--- src/rtl/gost_ofb_ctrl.sv ---
// Output-feedback (gamma) sequencer for the gost core over one SD data block: gamma_1 = E(IV),
// gamma_i = E(gamma_{i-1}). Optional macro GAMMA_PREFETCH_EN overlaps the next E() with the XOR pass.
module gost_ofb_ctrl #(
    parameter int ADDR_W = 10
) (
    input  logic              iclk,
    input  logic              irst,
    input  logic              istart,
    input  logic [63:0]       iiv,
    output logic              ogost_start,
    output logic [63:0]       ogost_block,
    input  logic [63:0]       igost_block,
    input  logic              igost_done,
    output logic [ADDR_W-1:0] oraddr,
    input  logic [3:0]        idata_raw,
    output logic [ADDR_W-1:0] owaddr,
    output logic [3:0]        odata,
    output logic              owrite_en,
    output logic              obusy,
    output logic              odone
);
    localparam int BW = ADDR_W - 4;
    localparam logic [BW-1:0] BLK_ONE = BW'(1);

    typedef enum logic [2:0] {S_IDLE, S_START, S_WAIT, S_XOR, S_DONE} state_t;

    state_t            state_q, state_d;
    logic [63:0]       gamma_q, gamma_d;
    logic [BW-1:0]     blk_q, blk_d;
    logic [4:0]        cnt_q, cnt_d;
    logic              gst_q, gst_d;
    logic [63:0]       gblk_q, gblk_d;
    logic              wen_q, wen_d;
    logic [ADDR_W-1:0] waddr_q, waddr_d;
    logic              busy_q, busy_d;
    logic              done_q, done_d;

    logic              last_blk;
    logic [ADDR_W-1:0] raddr;
    logic [3:0]        nib_idx;
    logic [5:0]        nib_lsb;
    logic [3:0]        gamma_nib;

`ifdef GAMMA_PREFETCH_EN
    logic [63:0]       gnext_q, gnext_d;
    logic              gnext_vld_q, gnext_vld_d;
    logic              next_last;
    logic [63:0]       pf_gamma;

    assign next_last = ((blk_q + BLK_ONE) == '1);
    // A result arriving in the very last XOR cycle is used directly.
    assign pf_gamma  = gnext_vld_q ? gnext_q : igost_block;
`endif

    assign last_blk  = (blk_q == '1);
    assign raddr     = (state_q == S_XOR && !cnt_q[4]) ? {blk_q, cnt_q[3:0]} : '0;
    // Write at count c uses nibble c-1, MSB nibble first; c=16 wraps to index 15.
    assign nib_idx   = cnt_q[3:0] - 4'd1;
    assign nib_lsb   = {~nib_idx, 2'b00};
    assign gamma_nib = gamma_q[nib_lsb +: 4];

    assign ogost_start = gst_q;
    assign ogost_block = gblk_q;
    assign oraddr      = raddr;
    assign owaddr      = waddr_q;
    assign owrite_en   = wen_q;
    assign odata       = wen_q ? (idata_raw ^ gamma_nib) : 4'd0;
    assign obusy       = busy_q;
    assign odone       = done_q;

    always_comb begin
        state_d = state_q;
        gamma_d = gamma_q;
        blk_d   = blk_q;
        cnt_d   = cnt_q;
        gst_d   = 1'b0;
        gblk_d  = gblk_q;
        wen_d   = 1'b0;
        waddr_d = waddr_q;
`ifdef GAMMA_PREFETCH_EN
        gnext_d     = gnext_q;
        gnext_vld_d = gnext_vld_q;
`endif
        case (state_q)
            S_IDLE: begin
                if (istart) begin
                    gamma_d = iiv;
                    blk_d   = '0;
                    gst_d   = 1'b1;
                    gblk_d  = iiv;
                    state_d = S_START;
                end
            end
            S_START: state_d = S_WAIT;
            S_WAIT: begin
                if (igost_done) begin
                    gamma_d = igost_block;
                    cnt_d   = '0;
                    state_d = S_XOR;
`ifdef GAMMA_PREFETCH_EN
                    if (!last_blk) begin
                        gst_d  = 1'b1;
                        gblk_d = igost_block;
                    end
`endif
                end
            end
            S_XOR: begin
                cnt_d = cnt_q + 5'd1;
                if (!cnt_q[4]) begin
                    wen_d   = 1'b1;
                    waddr_d = raddr;
                end
`ifdef GAMMA_PREFETCH_EN
                if (igost_done) begin
                    gnext_d     = igost_block;
                    gnext_vld_d = 1'b1;
                end
`endif
                if (cnt_q[4]) begin
                    cnt_d = '0;
                    if (last_blk) begin
                        state_d = S_DONE;
                    end else begin
                        blk_d = blk_q + BLK_ONE;
`ifdef GAMMA_PREFETCH_EN
                        if (gnext_vld_q || igost_done) begin
                            gamma_d     = pf_gamma;
                            gnext_vld_d = 1'b0;
                            state_d     = S_XOR;
                            if (!next_last) begin
                                gst_d  = 1'b1;
                                gblk_d = pf_gamma;
                            end
                        end else begin
                            state_d = S_WAIT;
                        end
`else
                        gst_d   = 1'b1;
                        gblk_d  = gamma_q;
                        state_d = S_START;
`endif
                    end
                end
            end
            S_DONE:  state_d = S_IDLE;
            default: state_d = S_IDLE;
        endcase
        busy_d = !(state_d == S_IDLE || state_d == S_DONE);
        done_d = (state_d == S_DONE);
    end

    always_ff @(posedge iclk) begin
        if (!irst) begin
            state_q <= S_IDLE;
            gamma_q <= '0;
            blk_q   <= '0;
            cnt_q   <= '0;
            gst_q   <= 1'b0;
            gblk_q  <= '0;
            wen_q   <= 1'b0;
            waddr_q <= '0;
            busy_q  <= 1'b0;
            done_q  <= 1'b0;
`ifdef GAMMA_PREFETCH_EN
            gnext_q     <= '0;
            gnext_vld_q <= 1'b0;
`endif
        end else begin
            state_q <= state_d;
            gamma_q <= gamma_d;
            blk_q   <= blk_d;
            cnt_q   <= cnt_d;
            gst_q   <= gst_d;
            gblk_q  <= gblk_d;
            wen_q   <= wen_d;
            waddr_q <= waddr_d;
            busy_q  <= busy_d;
            done_q  <= done_d;
`ifdef GAMMA_PREFETCH_EN
            gnext_q     <= gnext_d;
            gnext_vld_q <= gnext_vld_d;
`endif
        end
    end
endmodule

--- config.mk ---
export PLATFORM = sky130hd
export DESIGN_NAME = gost_ofb_ctrl
export DESIGN_NICKNAME = d
export VERILOG_FILES = /design/src/rtl/gost_ofb_ctrl.sv
export SDC_FILE = /design/constraint.sdc
export NUM_CORES = 1
export LEC_CHECK = 0
export ABC_AREA = 1
export CAP_MARGIN = 15
export CORE_MARGIN = 3
export CORE_UTILIZATION = 25
export CTS_CLUSTER_DIAMETER = 100
export DETAILED_ROUTE_END_ITERATION = 8
export PLACE_DENSITY = 0.46
export SYNTH_ARGS = -nofsm -noshare
export SYNTH_HDL_FRONTEND = slang
export SYNTH_SLANG_ARGS = --single-unit
--- constraint.sdc ---
create_clock -name iclk -period 2.41 [get_ports iclk]
set_input_delay 0.482 -clock iclk [delete_from_list [all_inputs] [get_ports iclk]]
set_output_delay 0.482 -clock iclk [all_outputs]
set_load 0.1 [all_outputs]
==> impl_metrics.csv <==
group,metric,value,unit
status,status,"complete, but fails checks",
status,failed_checks,"negative setup slack",
clocking,cts_tree,"built",
route,drcViolationCount,0,
grt,grt_max_degree,133,
worst_setup_path,cp.required,1.93,ns
route,ant_nets,0,
clocking,cts.sinks,156,
synth,synth_area,0.00769,mm2
sta,setup_slack,-0.125,ns
synth,syn-num-nets,1305,
finish,fill_cells,3222,
power_and_ir_drop,power_density,735,mW/mm2
sta,final_hold_viol_count,0,
route,wl_per_cell,17.2,um
sta,fin_worst_skew,0.0104,ns
sta,worst-slew-pin-transition,0.872,ns
min_path,min-delay-start,"owaddr[6]",
grt,gr-total-overflow,0,
sta,finalSetupViolations,4,
route,viasPerCell,4.77,
finish,syn2layout_area_growth,45.0,%
worst_setup_path,crit_buf_inv,3,
sta,fin_setup_tns,-0.439,ns
worst_setup_path,critical-path-top-delay-family,"simple AND/OR/NAND/NOR gates",
finish,multi_input_area,0.00436,mm2
placement,dp.cells,1710,
worst_setup_path,worst-setup-path-type,"flip-flop to output port",
worst_setup_path,cp_max_fo,8,
synth,yosysSeqAreaShare,0.406,
finish,stdcell_count,1747,
worst_setup_path,arrival,2.05,ns
worst_setup_path,endpoint_kind,"output port",
worst_setup_path,r2r-start,"state_q[1]",
finish,final-seq-area,0.00313,mm2
die,die_h,181,um
synth,yosys.area.top_type_share,0.406,
die,dieWidth,181,um
synth,synth_largest_area_cell,"dfxtp_1",
die,num_rows,63,
sta,fmax,395,MHz
clocking,htree_levels,4,
route,finalWirelength,30.1,mm
route,drtPass1Iterations,5,
synth,synth_cells,1166,
finish,post-route-util,0.372,
die,die-area,0.0329,mm2
sta,relSlewSlack,0.419,
placement,place_congestion,0.854,
clocking,clock_latency,0.43,ns
sta,whs,0.465,ns
finish,final_nets,1482,
synth,synth_cell_types,29,
synth,ys_seq_elements,156,
sta,fin_crit_sh,1.05,
placement,port_buffers,227,
sta,rsz0062_at_grt,"true",
die,io_pins,228,
worst_setup_path,path_common_cell,"nand3_2",
clocking,clk_pin_slew_worst_paths,0.07,ns
grt,grt_pass1_wl,47.0,mm
route,drtIter0Drc,576,
power_and_ir_drop,total_power,0.00819,W
grt,grt_pass1_vias,8114,
synth,synth_edf_count,0,
clocking,clockBufferDepth,2,
grt,antenna_found_initial,2,
worst_setup_path,rrSetupSlack,0.33,ns
worst_setup_path,cpPeakStageDelay,0.37,ns
job,maxCapViolations,0,
die,core,0.0300,mm2
power_and_ir_drop,vdd_drop_max,0.447,mV
clocking,cts_buffers,17,
worst_setup_path,crit_chain,"clkinv_4 > ha_4 > buf_8 > nand3_1 > nand3_2 > nand3_2 > nand3_2 > nand2_2 > nor2_4 > buf_12",
synth,ys.flop_type,"dfxtp_1",
worst_setup_path,cpMaxStageDelayCell,"dfxtp_4",
sta,fin_crit,2.53,ns
placement,dp_hpwl,20.1,mm
sta,drv_slew,0,
route,vias,8337,
grt,grt.total_usage,0.178,
min_path,hold_path.class,"flip-flop to flip-flop",
synth,synthTopCellsByArea,"dfxtp_1 41%, nand2_1 18%, nand3_1 8.7%, o21ai_0 7.8%, nor2_1 6.9%",
power_and_ir_drop,leakagePower,4.63,nW
synth,synth-async-reset-ratio,0,
clocking,hold_buffers,0,
worst_setup_path,start_kind,"flip-flop",
die,start_util,0.257,
clocking,cts-root-buf,"clkbuf_16",
worst_setup_path,cp-startpoint,"cnt_q[0]",
finish,final_layout_size_suffix_gt1_frac,0.181,
synth,ys.warnings.count,0,
synth,syn-mean-instance-area,6.59,um2
[worst paths after layout]
kind                endpoint  depth (start not counted)
min                owaddr[6]                          2
max reg2reg  ogost_block[27]                          8
min reg2reg        owaddr[6]                          2
max                 odata[2]                         10
[per-stage QoR]
step	cell area (um2)	setup slack, ns
floorplan	7800	-0.299
global placement	10200	0.0997
detailed placement	10200	0.0334
CTS	11000	-0.137
global route	11100	-0.222
finish	11100	-0.125
[metal layers]
layer,share of wire,vias up,track usage
met5,0.00043,-,0
met4,0.016,2,0.0518
met3,0.054,30,0.0373
met2,0.45,215,0.279
met1,0.48,3882,0.248
li1,-,4208,-
[registers in the layout, summed over array words and instances (netlist names)]
name	count
gamma_q	64
blk_q	6
owrite_en	1
odone	1
state_q	3
ogost_start	1
cnt_q	5
ogost_block	64
obusy	1
owaddr	10
[tightest hold or removal path, cell delays in order, from the launching register on]
cell,delay [ns]
dfxtp_1,0.31
nand2_1,0.06
a21oi_1,0.05
[cell type report]
class	instances	area share
multi-input cells	886	0.391
well taps	390	0.0438
repair buffers	250	0.220
clock inverters	12	0.00920
diodes	1	0.000224
inverters	32	0.0130
flip-flops and latches	156	0.281
clock buffers	20	0.0419
[where the power goes]
group	total, W	internal (W)	switching, W
Clock	0.00268	0.00143	0.00125
Combinational	0.00245	0.000711	0.00174
Sequential	0.00306	0.00285	0.000216
Total	0.00819	0.00499	0.00320
[Yosys cell counts (3+ instances only)]
cell        n
a21oi_1    23
nand3_1   134
buf_2      33
o21ai_0   120
inv_2       5
nand3_2     3
dfxtp_1   156
xor2_1      3
inv_1      24
buf_6       8
clkbuf_1   49
ha_1        3
nand2_1   360
o21ai_1    11
nor2_2     12
nor2_1    142
a31oi_1    65
[cells in the final DEF, fill, tap and decap left out, drive strengths merged, types with 3 or more instances in the layout]
| cell | instances |
|---|---|
| nand2 | 361 |
| dfxtp | 156 |
| nor2 | 155 |
| nand3 | 137 |
| clkdlybuf4s50 | 134 |
| o21ai | 131 |
| buf | 116 |
| a31oi | 65 |
| inv | 36 |
| a21oi | 23 |
| clkbuf | 20 |
| clkinv | 6 |
| xor2 | 3 |
| ha | 3 |
[kinds of logic (layout without fill, tap and decap cells)]
family                   count (synthesis)  after routing  synth area share
AO/OA/AOI/OAI                          222            222             0.157
XOR/XNOR                                 3              3           0.00342
adder cells (fa/ha/maj)                  3              3           0.00488
buffers and inverters                  124            314            0.0757
flip-flops                             156            156             0.406
other                                    0              1                 0
AND/OR/NAND/NOR                        658            658             0.353
[what timing repair did]
action                                  4_1_cts  5_1_grt
buffers inserted                              4        0
gates resized for setup                      38       37
pin swaps                                    11       21
hold endpoints to repair                      0        0
endpoints found under the setup margin       13        8
Power figures use the tool's default switching activity.
